`src/rtl/spasdff_pipe.sv`:
```
// Elastic pipeline register bank: DEPTH valid-tagged stages with a collapsing
// ready chain, synchronous flush, occupancy count and a registered complement output.
module spasdff_pipe #(
   parameter int unsigned          WIDTH     = 10,
   parameter int unsigned          DEPTH     = 2,
   parameter logic [WIDTH-1:0]     RESET_VAL = '0,
   localparam int unsigned         CNT_W     = $clog2(DEPTH + 1)
) (
   input  logic                clk,
   input  logic                reset_l,
   input  logic [WIDTH-1:0]    in,
   input  logic                in_valid,
   output logic                in_ready,
   input  logic                flush,
   output logic [WIDTH-1:0]    out,
   output logic [WIDTH-1:0]    outn,
   output logic                out_valid,
   input  logic                out_ready,
   output logic [CNT_W-1:0]    count
);

   logic [DEPTH-1:0] v_q, v_d;
   logic [WIDTH-1:0] data_q [DEPTH];
   logic [WIDTH-1:0] data_d [DEPTH];
   logic [WIDTH-1:0] outn_q, outn_d;
   logic [CNT_W-1:0] count_q, count_d;

   logic [DEPTH-1:0] rdy;
   logic             rdy_acc;
   logic [DEPTH-1:0] src_v;
   logic [WIDTH-1:0] src_d [DEPTH];
   logic             in_xfer;
   logic             out_xfer;

   // A stage can advance if it is empty or everything downstream of it can advance.
   always_comb begin
      rdy_acc = out_ready;
      rdy     = '0;
      for (int i = DEPTH - 1; i >= 0; i--) begin
         rdy_acc = ~v_q[i] | rdy_acc;
         rdy[i]  = rdy_acc;
      end
   end

   always_comb begin
      src_v[0] = in_valid;
      src_d[0] = in;
      for (int i = 1; i < DEPTH; i++) begin
         src_v[i] = v_q[i-1];
         src_d[i] = data_q[i-1];
      end
   end

   assign in_ready = rdy[0] & ~flush;
   assign in_xfer  = in_valid & in_ready;
   assign out_xfer = v_q[DEPTH-1] & out_ready;

   // Data only moves with a valid beat behind it, so empty slots keep their old contents.
   always_comb begin
      v_d    = v_q;
      data_d = data_q;
      for (int i = 0; i < DEPTH; i++) begin
         if (rdy[i]) begin
            v_d[i] = src_v[i];
            if (src_v[i] && !flush) begin
               data_d[i] = src_d[i];
            end
         end
      end
      if (flush) begin
         v_d = '0;
      end
      outn_d = ~data_d[DEPTH-1];
   end

   always_comb begin
      if (flush) begin
         count_d = '0;
      end else begin
         count_d = count_q + CNT_W'(in_xfer) - CNT_W'(out_xfer);
      end
   end

   always_ff @(posedge clk or negedge reset_l) begin
      if (!reset_l) begin
         v_q     <= '0;
         outn_q  <= ~RESET_VAL;
         count_q <= '0;
         for (int i = 0; i < DEPTH; i++) begin
            data_q[i] <= RESET_VAL;
         end
      end else begin
         v_q     <= v_d;
         outn_q  <= outn_d;
         count_q <= count_d;
         for (int i = 0; i < DEPTH; i++) begin
            data_q[i] <= data_d[i];
         end
      end
   end

   assign out       = data_q[DEPTH-1];
   assign outn      = outn_q;
   assign out_valid = v_q[DEPTH-1];
   assign count     = count_q;

endmodule

```
`config.mk`:
```
export PLATFORM = sky130hd
export DESIGN_NAME = spasdff_pipe
export DESIGN_NICKNAME = d
export VERILOG_FILES = /design/src/rtl/spasdff_pipe.sv
export SDC_FILE = /design/constraint.sdc
export NUM_CORES = 1
export LEC_CHECK = 0
export BUFFER_PORTS_ARGS = -buffer_cell sky130_fd_sc_hd__buf_2
export CORE_ASPECT_RATIO = 1.4
export CORE_MARGIN = 3
export CORE_UTILIZATION = 30
export DETAILED_ROUTE_END_ITERATION = 16
export MAX_ROUTING_LAYER = met4
export SLEW_MARGIN = 0
export SYNTH_ARGS = -nofsm -noshare
export SYNTH_HDL_FRONTEND = slang
export SYNTH_SLANG_ARGS = --single-unit
export TNS_END_PERCENT = 1
```
`constraint.sdc`:
```
create_clock -name clk -period 1.9 [get_ports clk]
set_input_delay 0.19 -clock clk [delete_from_list [all_inputs] [get_ports clk]]
set_output_delay 0.19 -clock clk [all_outputs]
set_load 0.02 [all_outputs]
```
; ---- Yosys cells after proc, flatten, opt, wreduce, memory -nomap -nowiden
; Index checks and enable logic that the tools add are counted.
[totals]
word_cells = 29
output_inout_bits = 24
regBits = 34
input_bits = 15
[op_classes]
n_reduce_logical = 6
bitwise = 9
n_mux = 6
n_addsub = 2
[ops]
columns = operator, n
row1 = 10-bit 2-to-1 mux, 2
row2 = 10-bit inverter, 1
row3 = 2-bit 2-to-1 mux, 2
row4 = 2-bit nonzero test, 2
row5 = 1-bit bitwise AND, 3
row6 = 1-bit inverter, 3
row7 = 2-bit by 1-bit adder with 2-bit output, 1
row8 = 1-bit logical AND, 2
row9 = 1-bit 2-to-1 mux, 2
row10 = 1-bit bitwise OR, 2
row11 = 2-bit AND reduction, 1
row12 = 2-bit by 1-bit subtractor with 2-bit output, 1
row13 = 1-bit logical NOT, 1

; ---- Longest topological paths before layout
; Gate-level depths: netlist of run 1.
[depth]
ltp_word = 8
depth_mapped = 9
mapped_depth_nobuf = 8

; ---- Worst setup path after synthesis of run 1
; No wires, ideal clock.
[synth_timing]
path_type = flip-flop to flip-flop
start = register v_q[1]
end = register count_q[1], in the netlist count[1]
setup_slack_ns = -0.202
required_time_ns = 1.781
arrival_time_ns = 1.984
n_path_buf = 1
synth_period_minus_slack_ns = 2.102
stages_incl_launch_ff = 10
setup_time_ns = 0.119
path_cell_list = dfrtp_1 -> and3b_1 -> or3b_4 -> buf_6 -> ha_1 -> inv_1 -> ha_1 -> xor2_1 -> xnor2_1 -> nor2_1
[synth_via]
elab_chain_len = 8
word_cells_on_any_way = 9
cone_classes = add/sub: 2 / mux: 1 / bitwise: 6
[synth_lines]
columns = item, line
row1 = "start, declared", 22  ; logic [DEPTH-1:0] v_q, v_d;
row2 = "start signal, assigned", 93  ; v_q <= v_d;
row3 = 1-bit inverter, 40  ; rdy_acc = ~v_q[i] | rdy_acc;
row4 = 1-bit bitwise OR (2 in a row), 40
row5 = 1-bit bitwise AND, 54  ; assign in_ready = rdy[0] & ~flush;
row6 = 1-bit bitwise AND, 55  ; assign in_xfer = in_valid & in_ready;
row7 = 2-bit by 1-bit adder with 2-bit output, 80  ; count_d = count_q + CNT_W'(in_xfer) - CNT_W'(out_xfer);
row8 = 2-bit by 1-bit subtractor with 2-bit output (*), 80
row9 = 2-bit 2-to-1 mux (*), 77  ; if (flush) begin
row10 = via count_d[1], 26  ; logic [CNT_W-1:0] count_q, count_d;
row11 = "end signal, assigned", 95  ; count_q <= count_d;
row12 = "end, declared", 26
; The timed path passes the listed nets; every way through them passes the cells marked *.
; A chain may end at the register's enable or synchronous reset.

; ---- Final worst setup path of run 1
; Same ends and word-level chain as after synthesis.

==> results of run 1 <==
## kinds of logic (layout without fill, tap and decap cells)
| group | Yosys count | in the layout |
|---|---|---|
| mux | 30 | 30 |
| fa+ha+maj | 2 | 2 |
| simple gates | 12 | 12 |
| xor+xnor | 2 | 2 |
| flops | 34 | 34 |
| buf+inv | 14 | 55 |
## per-stage QoR
| step | utilization | hold WS [ns] |
|---|---|---|
| after floorplan | - | -0.1056 |
| after global placement | 0.3604 | 0.2733 |
| after detailed placement | 0.3604 | 0.2969 |
| after CTS | 0.3919 | 0.1342 |
| after global routing | 0.3952 | 0.1301 |
| final | 0.3952 | 0.1443 |
## worst paths after layout
kind,from,endpoint,slack (ns),cells after the start
worst min register to register,out[1],outn[1],0.43,1
worst max register to register,v_q[1],count[1],0.04,8
min in group asynchronous,reset_l,data_q[10],0.51,2
worst min-delay path,in[6],data_q[16],0.14,2
worst max-delay path,v_q[1],count[1],0.04,8
max in group asynchronous,reset_l,v_q[1],0.89,2
## cell type report
type | instances | area, um^2
clock buffer | 5 | 68.82
clock inverter | 2 | 10.01
fill | 451 | 2765
inverter | 1 | 3.754
multi-input combinational | 46 | 509.2
sequential | 34 | 864.6
tap | 62 | 77.57
timing repair buffer | 47 | 272.8
## flip-flops by register name (all words and copies together) (netlist names)
| signal | flops |
|---|---|
| data_q | 10 |
| out | 10 |
| outn | 10 |
| count | 2 |
| v_q | 2 |
## cell usage in the layout, fill, tap and decap left out
master	Yosys	final
dlygate4sd3_1	0	1
nor2_1	6	6
mux2i_1	10	10
dfrtp_1	24	23
dfstp_2	10	10
mux2_1	1	1
mux2_2	10	10
ha_4	0	2
and2b_1	1	1
mux2_4	9	9
nor3b_2	0	1
buf_12	0	1
buf_4	10	7
and2_1	1	1
and3b_1	1	1
clkbuf_8	0	5
inv_2	0	1
dfrtp_2	0	1
xnor2_1	1	1
or3b_4	1	1
xor2_2	0	1
nor2b_1	1	1
buf_2	2	38
clkinv_2	0	2
## what timing repair did
action,in CTS,in global routing
resized for setup,4,1
buffers inserted,4,1
endpoints found under the setup margin,1,1
hold endpoints to repair,24,0
hold buffers,1,0
pin swaps,5,5
## power by group
group	total [uW]	internal, uW	switching, uW
logic	561	246	315
registers	1020	937	87.9
clock network	484	245	239
total	2070	1430	641
## routing by layer
layer | up-vias | part of all wire
met2 | 33 | 0.51
li1 | 383 | -
met3 | 6 | 0.064
met1 | 396 | 0.40
met5 | - | 0
met4 | 0 | 0.027
==> flow_summary.rst, run 1 <==
.. list-table::
   :header-rows: 1

   * - Metric
     - Value
   * - Fin nets
     - 152
   * - Data arrival at the endpoint of the critical path
     - 2.03 ns
   * - Total CTS buffers
     - 5
   * - Aggregate routed wire length
     - roughly 2500 um
   * - Chain of cells forming the critical path
     - and3b_1 -> or3b_4 -> ha_4 -> inv_2 -> ha_4 -> xor2_2 -> xnor2_1 -> nor2_1
   * - Diode insertion count for antenna repair
     - 0
   * - Largest family of logic cells by synthesized area
     - multiplexers
   * - Yosys Warn Count
     - 0
   * - Floorplan die width
     - about 64 um
   * - Critical Path Fanout Max
     - 2
   * - Placed Area
     - between 1500 and 2000 um^2
   * - CP startpoint kind
     - flop
   * - Final critical-path setup slack
     - roughly 0.036 ns
   * - I/O pin cnt
     - 39
   * - Most frequent cell after synthesis
     - dfrtp_1
   * - Mean Syn Cell Area
     - ~15 um^2
   * - Layout overhead on the synthesized area
     - 25.89%
   * - Max stage delay on crit path
     - 0.40 ns
   * - Y dimension of the die
     - between 80 and 90 um
   * - Sequential element share of the synthesized area
     - 0.6016
   * - Fraction of layout instances using a drive strength above 1
     - 0.6593
   * - Ratio of routed vias to standard cells
     - 4.152
   * - Synth Area in Simple Gates
     - 0.04882
   * - Adder-cell share of the synthesized area
     - 0.01744
   * - Cell types with the largest area share after synthesis
     - dfrtp_1, dfstp_2, mux2_4
   * - Post-synth net total
     - approximately 110
   * - Setup violation total in the final timing report
     - 0
   * - Kind of cell with the highest combined delay on the critical path
     - simple AND/OR/NAND/NOR gates
   * - Routed wire per std cell
     - about 13 um
   * - Min-Delay Path Class
     - in -> reg
   * - Via count of the routed design
     - between 800 and 900
   * - Compound-cell area share of the yosys netlist
     - 0
   * - Post-Layout Inst Area
     - roughly 1800 um^2
   * - Slew @ Worst Pin
     - 0.7252 ns
   * - Pin count of the biggest net entering global routing
     - 35
   * - Result of the run
     - finished, final reports clean
   * - Fraction of registers with async set/reset
     - 1.000
   * - Nature of the critical path endpoint
     - flop
   * - Initial standard-cell utilization of the core
     - 0.3139
   * - Via count of the first global-routing pass
     - approximately 860
   * - Achievable Freq
     - roughly 540 MHz
   * - Leakage dissipation
     - around 0.00085 uW
   * - Global routing usage on met3
     - 0.02953
   * - Most common flop cell mapped by yosys
     - dfrtp_1
   * - Post-Layout Cell Count
     - just under 200
   * - Placement-stage worst setup slack
     - -0.02789 ns
   * - Fraction of synthesized cell area in xor and xnor cells
     - 0.01221
   * - Post-synth design cell area
     - between 1000 and 1500 um^2
   * - Crit path top cell by count
     - ha_4
   * - First-iteration detailed-routing DRC count
     - 36
   * - Number of antenna violations at the first check in global routing
     - 0
   * - Gr ovfl total
     - 0
   * - Required time reported for the critical path endpoint
     - slightly above 2 ns
   * - Post-detail-place hpwl
     - roughly 1800 um
   * - Global routing met2 resource utilization
     - 0.1682
   * - Worst setup path category
     - reg -> reg
   * - Most frequent cells after synthesis
     - dfrtp_1, buf_4, dfstp_2, mux2_2, mux2i_1
   * - Synthesized instance count
     - 94
   * - Number of port buffers
     - 38
   * - Portion of the clock cycle consumed by the worst path in the final layout
     - 0.9812
   * - Overall routing resource usage
     - 0.1005
   * - Number of storage elements in the synthesis netlist
     - 34
   * - Largest vdd supply drop
     - ~0.00032 V
   * - Critical-path top delay cell
     - dfrtp_2
   * - Final count of hold timing violations
     - 0
   * - Clock tree from TritonCTS
     - done
   * - Bufs and invs on worst path
     - 1
   * - Max-Cap Viols
     - 0
   * - Shortest clock period the worst path allows after layout
     - 1.864 ns
   * - Cell at the root of the clock tree
     - clkbuf_8
   * - Synth area leader
     - dfrtp_1
   * - Core ar.
     - about 4600 um^2
   * - Die area
     - 5661 um^2
   * - Count of unique library cells instantiated by Yosys
     - 20
   * - Global-route layer with the greatest usage
     - met2
   * - Wire length of the first global-routing pass
     - between 4000 and 5000 um
   * - Clock slew at the register clock pins of the worst setup and hold paths
     - around 0.060 ns
   * - Total DRC errors in the routed layout
     - 0
   * - Area share of the largest cell type after synthesis
     - 0.4185
   * - Later-pin clock latency in the skew report
     - about 0.27 ns
   * - Level count of the clock H-tree
     - 2
   * - Pins over their slew limit
     - 0
   * - Inst Count DP
     - about 180
   * - RSZ-0062 raised after global routing
     - yes
   * - GR Layer Usage met1
     - 0.1049
   * - Routed Antenna Nets
     - 0
   * - Initial DRT Pass Iterations
     - 3
   * - Buffer levels on the longest clock path
     - 2
   * - Clock net sink count
     - 34
   * - Worst slew margin relative to its limit
     - 0.5165
   * - Fin Clk Skew
     - between 0.003 and 0.004 ns
   * - Power per cell area
     - 1145 nW/um^2
   * - Multiplexer fraction of the synthesized cell area
     - 0.2502
   * - Number of flops mapped to enable cells by yosys
     - 0
   * - Overall Power
     - 2069 uW
   * - Global placer's final weighted congestion
     - approximately 0.66
   * - Final TNS setup
     - 0 ns
   * - Row cnt
     - 29
(Power assumes the default switching activity.)
==> run 2: changes to the inputs <==
--- a/config.mk
+++ b/config.mk
@@ -10,9 +10,8 @@
 export CORE_MARGIN = 3
 export CORE_UTILIZATION = 30
 export DETAILED_ROUTE_END_ITERATION = 16
-export MAX_ROUTING_LAYER = met4
 export SLEW_MARGIN = 0
 export SYNTH_ARGS = -nofsm -noshare
 export SYNTH_HDL_FRONTEND = slang
 export SYNTH_SLANG_ARGS = --single-unit
-export TNS_END_PERCENT = 1
+export TNS_END_PERCENT = 50
==> flow_summary.rst, run 2 (same netlist as run 1, synthesis figures left out) <==
.. list-table::
   :header-rows: 1

   * - Metric
     - Value
   * - Routed wire per std cell
     - 12.68 um (-0.40%)
   * - Initial standard-cell utilization of the core
     - 0.3139 (unchanged)
   * - Fin Clk Skew
     - 0.003840 ns (+0.0005150 ns)
   * - Core ar.
     - 4572 um^2 (unchanged)
   * - Commonest non-fill, non-tap cell in the layout
     - buf_2
   * - Final critical-path setup slack
     - 0.03517 ns (-0.0006026 ns)
   * - Clock net sink count
     - 34 (unchanged)
   * - Slew @ Worst Pin
     - 0.7247 ns (-0.0005144 ns)
   * - Layout overhead on the synthesized area
     - 25.89% (unchanged)
   * - Inst Count DP
     - 184 (unchanged)
   * - Min-Delay Path Class
     - in -> reg
   * - Largest vdd supply drop
     - 0.0003154 V (-0.42%)
   * - Clock tree from TritonCTS
     - done
   * - Worst setup path category
     - reg -> reg
   * - Post-layout utilization of the core
     - 0.3952 (unchanged)
   * - Placement-stage worst setup slack
     - -0.02789 ns (unchanged)
   * - Required time reported for the critical path endpoint
     - 2.06 ns (about the same)
   * - Worst slew margin relative to its limit
     - 0.5169 (about the same)
   * - Number of port buffers
     - 38 (unchanged)
   * - Global placer's final weighted congestion
     - 0.6564 (-0.92%)
   * - Post-detail-place hpwl
     - 1757 um (unchanged)
   * - Fraction of layout instances using a drive strength above 1
     - 0.6593 (unchanged)
   * - Total DRC errors in the routed layout
     - 0 (unchanged)
   * - Ratio of routed vias to standard cells
     - 4.152 (unchanged)
   * - Buffer levels on the longest clock path
     - 2 (unchanged)
   * - Later-pin clock latency in the skew report
     - 0.27 ns (about the same)
   * - Internal
     - 1428 uW (unchanged)
   * - Total area of multi-input combinational cells
     - 509.2 um^2 (unchanged)
   * - Floorplan die width
     - 64.46 um (unchanged)
   * - Start point of the critical path
     - v_q[1]
   * - Routed Antenna Nets
     - 0 (unchanged)
   * - Critical Path Fanout Max
     - 2 (unchanged)
   * - Total CTS buffers
     - 5 (unchanged)
   * - Result of the run
     - finished, final reports clean
   * - Net switching power figure
     - 640.1 uW (-0.20%)
   * - Die area
     - 5661 um^2 (unchanged)
   * - Initial DRT Pass Iterations
     - 3 (unchanged)
   * - Shortest clock period the worst path allows after layout
     - 1.865 ns (+0.0006026 ns)
   * - Min-delay src
     - in[6]
   * - Portion of the clock cycle consumed by the worst path in the final layout
     - 0.9815 (about the same)
   * - Y dimension of the die
     - 87.84 um (unchanged)
   * - Post-Layout Cell Count
     - 197 (unchanged)
   * - Via count of the routed design
     - 818 (unchanged)
   * - Row cnt
     - 29 (unchanged)
   * - Leakage dissipation
     - 0.0008549 uW (unchanged)
   * - Aggregate routed wire length
     - 2497 um (-0.40%)
   * - Part of the power in combinational logic
     - 0.271 (about the same)
   * - Clk network pwr share
     - 0.233 (about the same)
   * - Setup violation total in the final timing report
     - 0 (unchanged)
   * - Fin nets
     - 152 (unchanged)
   * - Count of filler cells inserted in the layout
     - 451 (unchanged)
   * - Cell at the root of the clock tree
     - clkbuf_8
   * - Level count of the clock H-tree
     - 2 (unchanged)
   * - Gr ovfl total
     - 0 (unchanged)
   * - Number of antenna violations at the first check in global routing
     - 0 (unchanged)
   * - Pin count of the biggest net entering global routing
     - 35 (unchanged)
   * - Total area of sequential cells
     - 864.6 um^2 (unchanged)
   * - Switching power share of the total
     - 0.3095 (-0.0004290)
   * - RSZ-0062 raised after global routing
     - yes
   * - Data arrival at the endpoint of the critical path
     - 2.03 ns (about the same)
   * - Diode insertion count for antenna repair
     - 0 (unchanged)
   * - CP startpoint kind
     - flop
   * - I/O pin cnt
     - 39 (unchanged)
   * - Top library cells by usage in the layout, fill and taps aside
     - buf_2, dfrtp_1, mux2_2, mux2i_1, dfstp_2
   * - Power per cell area
     - 1145 nW/um^2 (about the same)
   * - Part of the total power dissipated in sequential elements
     - 0.495 (about the same)
   * - Pins over their slew limit
     - 0 (unchanged)
   * - Wire length of the first global-routing pass
     - 4105 um (-0.17%)
   * - Clock slew at the register clock pins of the worst setup and hold paths
     - 0.06 ns (about the same)
   * - Achievable Freq
     - 536.2 MHz (about the same)
   * - First-iteration detailed-routing DRC count
     - 36 (unchanged)
   * - Max-Cap Viols
     - 0 (unchanged)
   * - Critical register-to-register path startpoint
     - v_q[1]
   * - Final count of hold timing violations
     - 0 (unchanged)
   * - Via count of the first global-routing pass
     - 858 (unchanged)
   * - Overall routing resource usage
     - 0.09747 (-0.003031)
   * - Nature of the critical path endpoint
     - flop
## run 2: cell counts in the layout (fill, tap and decap cells not counted)
Identical to the previous run, type by type.
## run 2: worst paths after layout
path	slack (ns)	to	depth (start not counted)
worst max-delay path	0.04	count[1]	8
worst min-delay path	0.14	data_q[16]	2
worst max register to register	0.04	count[1]	8
worst min register to register	0.43	outn[1]	1
max in group asynchronous	0.89	v_q[1]	2
min in group asynchronous	0.51	data_q[10]	2
## run 2: metrics by stage
stage	setup TNS, ns	hold slack [ns]	area [um^2]	power, uW
2_1_floorplan	-0.2266	-0.1056	1436	1479
3_3_place_gp	0	0.2733	1648	1568
3_5_place_dp	-0.02789	0.2969	1648	1593
4_1_cts	-0.01732	0.1342	1792	2107
5_1_grt	-0.06682	0.1301	1807	2204
6_report	0	0.1449	1807	2068
## run 2: metal layers
layer  share of wire  track usage  up-vias
li1                -            -      383
met1            0.40       0.1041      396
met2            0.51       0.1682       33
met3           0.066      0.03081        6
met4           0.027      0.05769        0
met5               0            0        -
## run 2: final cells by class
type	count	share of cell area
flip-flops and latches	34	0.4785
multi-input cells	46	0.2819
repair buffers	47	0.1510
well taps	62	0.04294
clock buffers	5	0.03809
clock inverters	2	0.005540
inverters	1	0.002078
## run 2: worst max-delay path, stage by stage, from the launching register on
cell	delay, ns
dfrtp_2	0.40
and3b_1	0.17
or3b_4	0.39
ha_4	0.27
inv_2	0.04
ha_4	0.15
xor2_2	0.14
xnor2_1	0.14
nor2_1	0.06
## run 2: power by group through the flow
| stage | Clock, uW | Combinational (uW) | Sequential [uW] |
|---|---|---|---|
| floorplan | 0 | 357 | 1120 |
| global placement | 0 | 544 | 1020 |
| detailed placement | 0 | 554 | 1040 |
| CTS | 512 | 569 | 1030 |
| global route | 555 | 603 | 1050 |
| finish | 483 | 561 | 1020 |
## run 2: timing repair
action | 4_1_cts | 5_1_grt
buffers inserted | 4 | 1
hold endpoints to repair | 24 | 0
resized for setup | 4 | 1
hold buffers | 1 | 0
pin swaps | 5 | 5
endpoints found under the setup margin | 1 | 1
